$ cat config.mk
export PLATFORM = sky130hd
export DESIGN_NAME = priority_event_encoder
export DESIGN_NICKNAME = d
export VERILOG_FILES = /design/src/rtl/prio_pkg.sv /design/src/rtl/prio_select.sv /design/src/rtl/priority_event_encoder.sv
export SDC_FILE = /design/constraint.sdc
export NUM_CORES = 1
export LEC_CHECK = 0
export CORE_ASPECT_RATIO = 0.75
export CORE_MARGIN = 4
export CORE_UTILIZATION = 50
export CTS_BUF_LIST = sky130_fd_sc_hd__clkbuf_16
export DETAILED_ROUTE_END_ITERATION = 16
export GPL_TIMING_DRIVEN = 0
export PLACE_DENSITY = 0.76
export SYNTH_ARGS = -nofsm -noshare
export SYNTH_HDL_FRONTEND = slang
export SYNTH_HIERARCHICAL = 1
export SYNTH_SLANG_ARGS = --single-unit
$ cat constraint.sdc
create_clock -name clk -period 2.95 [get_ports clk]
set_input_delay 0.885 -clock clk [delete_from_list [all_inputs] [get_ports clk]]
set_output_delay 0.885 -clock clk [all_outputs]
set_load 0.005 [all_outputs]
$ cat src/rtl/prio_pkg.sv
// Shared constants for the priority event encoder: arbitration modes and the
// index-width helper used by the top level and the selector.
package prio_pkg;

    localparam int MODE_FIXED = 0;
    localparam int MODE_RR    = 1;

    function automatic int clog2_min1(input int n);
        return (n < 2) ? 1 : $clog2(n);
    endfunction

endpackage

$ cat src/rtl/prio_select.sv
// Rotate-and-find-first: returns the first set request at or above base,
// wrapping at N. The result is then rotated back into absolute index space.
module prio_select
    import prio_pkg::*;
#(
    parameter int  N = 8,
    localparam int W = clog2_min1(N)
) (
    input  logic [N-1:0] req,
    input  logic [W-1:0] base,
    output logic [W-1:0] idx,
    output logic         any
);

    logic [N-1:0] rot;
    logic [W:0]   sum;

    // base is always below N, so the doubled vector covers every rotation.
    assign rot = N'({req, req} >> base);

    always_comb begin
        idx = '0;
        any = 1'b0;
        sum = '0;
        for (int k = N - 1; k >= 0; k--) begin
            if (rot[k]) begin
                sum = {1'b0, base} + (W+1)'(k);
                any = 1'b1;
            end
        end
        if (sum >= (W+1)'(N)) begin
            sum = sum - (W+1)'(N);
        end
        idx = sum[W-1:0];
    end

endmodule

$ cat src/rtl/priority_event_encoder.sv
// Registered priority encoder: latches event requests into a pending set and
// presents one winning index at a time on a valid/ready port.
module priority_event_encoder
    import prio_pkg::*;
#(
    parameter int  N  = 8,
    parameter int  RR = MODE_FIXED,
    localparam int W  = clog2_min1(N)
) (
    input  logic         clk,
    input  logic         rst_n,
    input  logic         enable,
    input  logic [N-1:0] inp,
    input  logic [N-1:0] mask,
    input  logic         ready,
    output logic [W-1:0] out,
    output logic         valid,
    output logic [N-1:0] pending,
    output logic         ovf,
    input  logic         ovf_clr
);

    logic [N-1:0] pend_q, pend_d;
    logic [W-1:0] out_q, out_d;
    logic [W-1:0] ptr_q, ptr_d;
    logic         valid_q, valid_d;
    logic         ovf_q, ovf_d;

    logic         hs;
    logic         load;
    logic         ovf_set;
    logic [N-1:0] grant_oh;
    logic [N-1:0] cand;
    logic [W-1:0] base;
    logic [W-1:0] sel_idx;
    logic         sel_any;

    assign hs       = valid_q & ready;
    assign load     = ~valid_q | ready;
    assign grant_oh = hs ? ({{(N-1){1'b0}}, 1'b1} << out_q) : '0;
    // Candidates come from the registered pending set only, never from inp.
    assign cand     = pend_q & ~mask & ~grant_oh;
    assign base     = (RR == MODE_RR) ? ptr_q : '0;
    assign ovf_set  = enable & (|(inp & pend_q & ~grant_oh));

    prio_select #(.N(N)) u_select (
        .req  (cand),
        .base (base),
        .idx  (sel_idx),
        .any  (sel_any)
    );

    always_comb begin
        pend_d  = (pend_q & ~grant_oh) | (enable ? inp : '0);
        ovf_d   = ovf_q;
        ptr_d   = ptr_q;
        valid_d = valid_q;
        out_d   = out_q;
        if (ovf_set) begin
            ovf_d = 1'b1;
        end else if (ovf_clr) begin
            ovf_d = 1'b0;
        end
        if (hs) begin
            ptr_d = (out_q == W'(N - 1)) ? '0 : out_q + 1'b1;
        end
        if (!enable) begin
            valid_d = 1'b0;
        end else if (load) begin
            valid_d = sel_any;
            if (sel_any) begin
                out_d = sel_idx;
            end
        end
    end

    always_ff @(posedge clk or negedge rst_n) begin
        if (!rst_n) begin
            pend_q  <= '0;
            out_q   <= '0;
            ptr_q   <= '0;
            valid_q <= 1'b0;
            ovf_q   <= 1'b0;
        end else begin
            pend_q  <= pend_d;
            out_q   <= out_d;
            ptr_q   <= ptr_d;
            valid_q <= valid_d;
            ovf_q   <= ovf_d;
        end
    end

    assign out     = out_q;
    assign valid   = valid_q;
    assign pending = pend_q;
    assign ovf     = ovf_q;

endmodule

==> results.tsv <==
stage	metric	value	unit
route	vias	1790	
worst_hold_path	hold_path_class	register to register	
synth	synth-seq-cells	13	
route	drt_iter0_drc	186	
final_layout	multi_input_area	1320	um^2
pwr	seqPwrFrac	21.5	%
route	wl_met1	2.11	mm
worst_setup_path	cp.arrival	3.03	ns
route	dr_wl_met2	2.32	mm
floorplanning	die_area	4070	um^2
placed_design	gp_congestion	0.964	
sta	fin_skew	0.000751	ns
sta	min_period_over_period	98.5	%
worst_setup_path	crit_required	3.07	ns
route	route.met3.wl	487	um
clock_network	clk_latency	0.24	ns
floorplanning	pin_count	34	
outcome	status	finished, final reports clean	
synth	ys.flop_type	dfrtp_1	
synth	netlist.area_leader.share	20.9	%
sta	drv_slew	0	
sta	timing.hold.ws	0.539	ns
pwr	switching_share	40.5	%
clock_network	cts.sinks	13	
route	dr.pass1.iters	5	
placed_design	io_buffers	33	
sta	period_minus_slack	2.91	ns
final_layout	final_core_util	77.6	%
floorplanning	die_y	56.3	um
sta	worstMarginPinSlew	0.623	ns
final_layout	layout_common_cells	nand2_1, clkdlybuf4s50_1, dfrtp_1, buf_4, a21oi_1	
sta	hold_viol_final	0	
clock_network	cts_buffer_depth	2	
worst_setup_path	crit_type	primary input to register	
synth	syn_area	1550	um^2
final_layout	drive_gt1_share	28.6	%
clock_network	clkTransAtPathRegs	0.04	ns
global_route	antenna_found_initial	0	
clock_network	clock-root-buffer	clkbuf_16	
synth	yosysSeqAreaShare	20.9	%
synth	synth_edf_count	0	
global_route	overflow	0	
synth	yosys.area.top_type	dfrtp_1	
route	antenna_left	0	
final_layout	fill_cells	196	
global_route	grt_pass1_wl	8.18	mm
global_route	grt_pass1_vias	1753	
worst_setup_path	critPathCaptureType	register	
floorplanning	coreArea	2960	um^2
worst_setup_path	cp_max_fo	6	
pwr	p_int	0.000808	W
pwr	p_leak	0.962	nW
pwr	ir_worst_vdd	0.400	mV
sta	slew-limit-headroom	58.4	%
pwr	powerDensity	592	nW/um^2
sta	clock.fmax	344	MHz
floorplanning	start_util	52.6	%
synth	ys_async_sr_fraction	100	%
sta	setup_violations	0	
clock_network	cts_tree	yes	
route	wl	5.00	mm
floorplanning	die_w	72.4	um
global_route	grt_max_degree	14	
pwr	power.switching	0.000549	W
route	viasPerCell	6.11	
route	drc	0	
final_layout	nets	279	
floorplanning	rows	17	
global_route	grt_usage	25.1	%
clock_network	cts.htree.levels	1	
clock_network	cts_buffers	3	
final_layout	flow.area_growth_from_synthesis	47.6	%
synth	syn_area_per_cell	7.97	um^2
pwr	p_clk_share	18.5	%
final_layout	final_common_cell	nand2_1	
sta	setup_tns	0	ns
route	wl_per_cell	17.0	um
pwr	p_comb_share	60.0	%
placed_design	hpwl	3.57	mm
worst_setup_path	cp-start-kind	primary input	
synth	synth.area.top_cells	dfrtp_1, nand2_1, mux4_1	
final_layout	diodes	0	
synth	synthCells	195	
final_layout	regArea	325	um^2
route	top_layer	met4	
synth	yosysWarnings	6	
synth	synthDistinctLibCells	49	
job	drv_cap	0	
==> worst paths after layout <==
path / start / end / slack, ns / cells past startpoint
min in group asynchronous: rst_n / pending[3] / 1.04 / 1
max in group asynchronous: rst_n / pending[6] / 1.51 / 1
max: mask[0] / out[2] / 0.04 / 10
min: ovf / ovf / 0.54 / 1
max reg2reg: out[1] / out[2] / 0.24 / 12
min reg2reg: ovf / ovf / 0.54 / 1
==> synthesized netlist by cell type (2+ instances only) <==
| master | count |
|---|---|
| nand2_1 | 44 |
| nor2_1 | 16 |
| a21oi_1 | 13 |
| dfrtp_1 | 13 |
| mux2i_1 | 10 |
| a31oi_1 | 7 |
| mux2_2 | 7 |
| inv_1 | 6 |
| nand3_1 | 6 |
| o21ai_0 | 5 |
| mux4_1 | 4 |
| mux4_2 | 4 |
| nor3_1 | 4 |
| o22ai_1 | 4 |
| clkbuf_1 | 3 |
| nand2b_1 | 3 |
| o21ai_1 | 3 |
| a211oi_2 | 2 |
| a21o_1 | 2 |
| a31o_2 | 2 |
| and2_1 | 2 |
| buf_2 | 2 |
| buf_4 | 2 |
| buf_6 | 2 |
| ha_1 | 2 |
| nor2b_1 | 2 |
| nor3b_1 | 2 |
| o21a_1 | 2 |
==> through the flow <==
step | setup slack [ns] | power, W | area, um^2 | cells
3_5_place_dp | -0.945 | 0.000921 | 1970 | 276
2_1_floorplan | 0.00959 | 0.000692 | 1590 | 205
5_1_grt | -0.0321 | 0.00144 | 2290 | 293
4_1_cts | 0.0921 | 0.00128 | 2210 | 290
6_report | 0.0448 | 0.00136 | 2290 | 293
3_3_place_gp | -0.842 | 0.000906 | 1970 | 276
==> state kept, by name, indices dropped and copies added, names as in the netlist <==
name     count
valid        1
out          3
ovf          1
pending      8
==> area by class of cell <==
cell class                      count  area share (%)
Clock inverter                      1           0.164
Clock buffer                        3            3.27
Tap cell                           38            2.07
Timing Repair Buffer               47            19.5
Buffer                              8            2.24
Sequential cell                    13            14.2
Multi-Input combinational cell    176            57.4
Inverter                            7            1.15
==> worst max-delay path, cell delays in order <==
cell and delay, ns:
clkdlybuf4s50_1 0.52, nor2_4 0.07, mux4_2 0.51, nor3_2 0.24, a31oi_2 0.07, nor2_1 0.11, nand3_1 0.14, nand2_2 0.13
nor2_4 0.05, mux2_4 0.30
==> timing repair <==
item	CTS	global route
gates resized for setup	36	16
setup buffers	11	3
pin swaps	9	8
setup endpoints to repair	4	4
hold endpoints to repair	0	0
hold buffers	0	0
==> kinds of logic (layout without fill, tap and decap cells) <==
group	after synthesis	after routing	synth area share (%)
DFF	13	13	20.9
AOI/OAI and AO/OA	49	49	21.0
buffers and inverters	16	66	5.47
and+or+nand+nor	89	89	26.7
muxes	25	25	24.1
other	1	11	0.241
adders and majority gates	2	2	1.61
==> per-layer routing <==
layer | track usage [%] | vias up
met5 | 0 | -
met4 | 3.42 | 0
met3 | 4.11 | 8
met2 | 40.6 | 113
met1 | 36.0 | 845
li1 | - | 824
==> power groups by stage <==
stage / logic [W] / registers [W] / clock network, W
finish: 0.000815 / 0.000292 / 0.000251
global route: 0.000870 / 0.000301 / 0.000268
CTS: 0.000733 / 0.000288 / 0.000254
detailed placement: 0.000642 / 0.000280 / 0
global placement: 0.000629 / 0.000277 / 0
floorplan: 0.000419 / 0.000273 / 0
Note: power is estimated with default switching activity, not from simulation.
==> RTL edit, RTL diff (config.mk and constraints unchanged) <==
`N` is set to 8 in 2 places; all go to 12.
--- a/src/rtl/prio_select.sv
+++ b/src/rtl/prio_select.sv
@@ -3,7 +3,7 @@
 module prio_select
     import prio_pkg::*;
 #(
-    parameter int  N = 8,
+    parameter int  N = 12,
     localparam int W = clog2_min1(N)
 ) (
     input  logic [N-1:0] req,
--- a/src/rtl/priority_event_encoder.sv
+++ b/src/rtl/priority_event_encoder.sv
@@ -3,7 +3,7 @@
 module priority_event_encoder
     import prio_pkg::*;
 #(
-    parameter int  N  = 8,
+    parameter int  N  = 12,
     parameter int  RR = MODE_FIXED,
     localparam int W  = clog2_min1(N)
 ) (
Interface: changed (resized inp, mask, out and pending); port bits go from 34 to 47. The function was not compared with the original's and may differ.
==> RTL edit against the unedited design <==
- the run now ends with negative setup slack left
- sequential cell count is 5 higher
- hold slack got worse by 0.014 ns
- setup slack got worse by 1.5 ns
- fmax decreased by 35%
- critical path type unchanged
- design area is 100% higher
- power increased by 83%
- area after synthesis up 120%
- largest power group unchanged
- wire length rose to 2.8 times the old value
==> RTL edit: results <==
group,metric,value,unit
drt,wl_met1,5820,microns
drt,detail_route.wl_per_cell,23.5,microns
worst_setup_path,cp.arrival,4.58,ns
drt,dr_wl_met3,1910,microns
timing,timing.final.ws_setup,-1.50,ns
place,place_congestion,1.08,
worst_setup_path,critPathLaunch,"ready",
pwr,p_leak,0.00192,uW
global_routing,grt_usage,32.3,%
outcome,outcome,"finished, violations left",
timing,setup_tns,-5.46,ns
pwr,clkPwrFrac,11.0,%
worst_hold_path,min_from,"pending[11]",
final_layout,drive_gt1_share,24.8,%
worst_setup_path,reg2regPathDepth,17,
place,dpl-instance-area,4120,sq um
place,place_ws,-2.47,ns
synth,synth_area_leaders,"dfrtp_1 (13%), mux4_2 (12%), nand2_1 (7.1%)",
global_routing,grt_pass1_vias,3765,
pwr,swShare,45.9,%
global_routing,grt_max_degree,19,
worst_hold_path,hold_depth,2,
global_routing,use_met3,7.52,%
worst_setup_path,r2r_start,"out[2]",
final_layout,multi_input_area_share,67.2,%
final_layout,n_fill_cell,521,
floorplanning,initial_core_util,53.0,%
drt,wl_met2,5790,microns
timing,maxSlewHeadroom,43.4,%
global_routing,grt_pass1_wl,21300,microns
synth,synth_cell_types,78,
global_routing,use_met2,47.9,%
pwr,pwr-share-seq,16.0,%
synth,synth_fa_ha_area_share,3.99,%
worst_setup_path,crit_fanout,8,
final_layout,sh_seq_area,9.69,%
synth,synthMuxAreaShare,28.6,%
outcome,violations,"negative setup slack",
final_layout,final_nets,549,
final_layout,buf_share,18.6,%
pwr,vdd_drop_max,0.000277,V
final_layout,multi_input_cells,376,
pwr,internal-power,1350,uW
final_layout,largest_reg_flops,12,
synth,synth_compound_area_share,24.3,%
place,port_buffers,46,
timing,setup_viol,5,
synth,ys_top_cells_by_count,"nand2_1 (65), nor2_1 (26), mux2i_1 (22), mux4_2 (19), dfrtp_1 (18)",
worst_setup_path,cpMaxStageDelayCell,"mux4_2",
cts,post_cts_buffers,22,
final_layout,final_area,4650,sq um
synth,ys_seq_area_share,13.1,%
timing,hold_viol_final,0,
final_layout,nFlopsAndLatches,18,
synth,post_synth.cell_area_avg,8.50,sq um
place,dp_hpwl,10200,microns
final_layout,signal_buffers,102,
final_layout,inverters,8,
floorplanning,taps,81,
drt,vias_per_cell,7.04,
RTL edit: cell count changes after synthesis, moves of 6 or more:
| cell | unedited run | this run |
|---|---|---|
| a211oi_1 | 1 | 8 |
| nand4_1 | 1 | 7 |
| xnor2_1 | 0 | 6 |
| o211ai_1 | 1 | 7 |
| ha_1 | 2 | 11 |
| mux2i_1 | 10 | 22 |
| clkbuf_1 | 3 | 10 |
| mux2_2 | 7 | 14 |
| and3_1 | 0 | 7 |
| nor2_1 | 16 | 26 |
| buf_1 | 0 | 7 |
| nand2_1 | 44 | 65 |
| mux4_2 | 4 | 19 |
| nand3_1 | 6 | 14 |
RTL edit: worst paths after layout:
kind / end / slack [ns]
worst min register to register: pending[11] / 0.52
min in group asynchronous: pending[2] / 1.13
worst max-delay path: out[3] / -1.50
max in group asynchronous: valid / 1.30
worst max register to register: out[3] / -1.39
worst min-delay path: pending[11] / 0.52
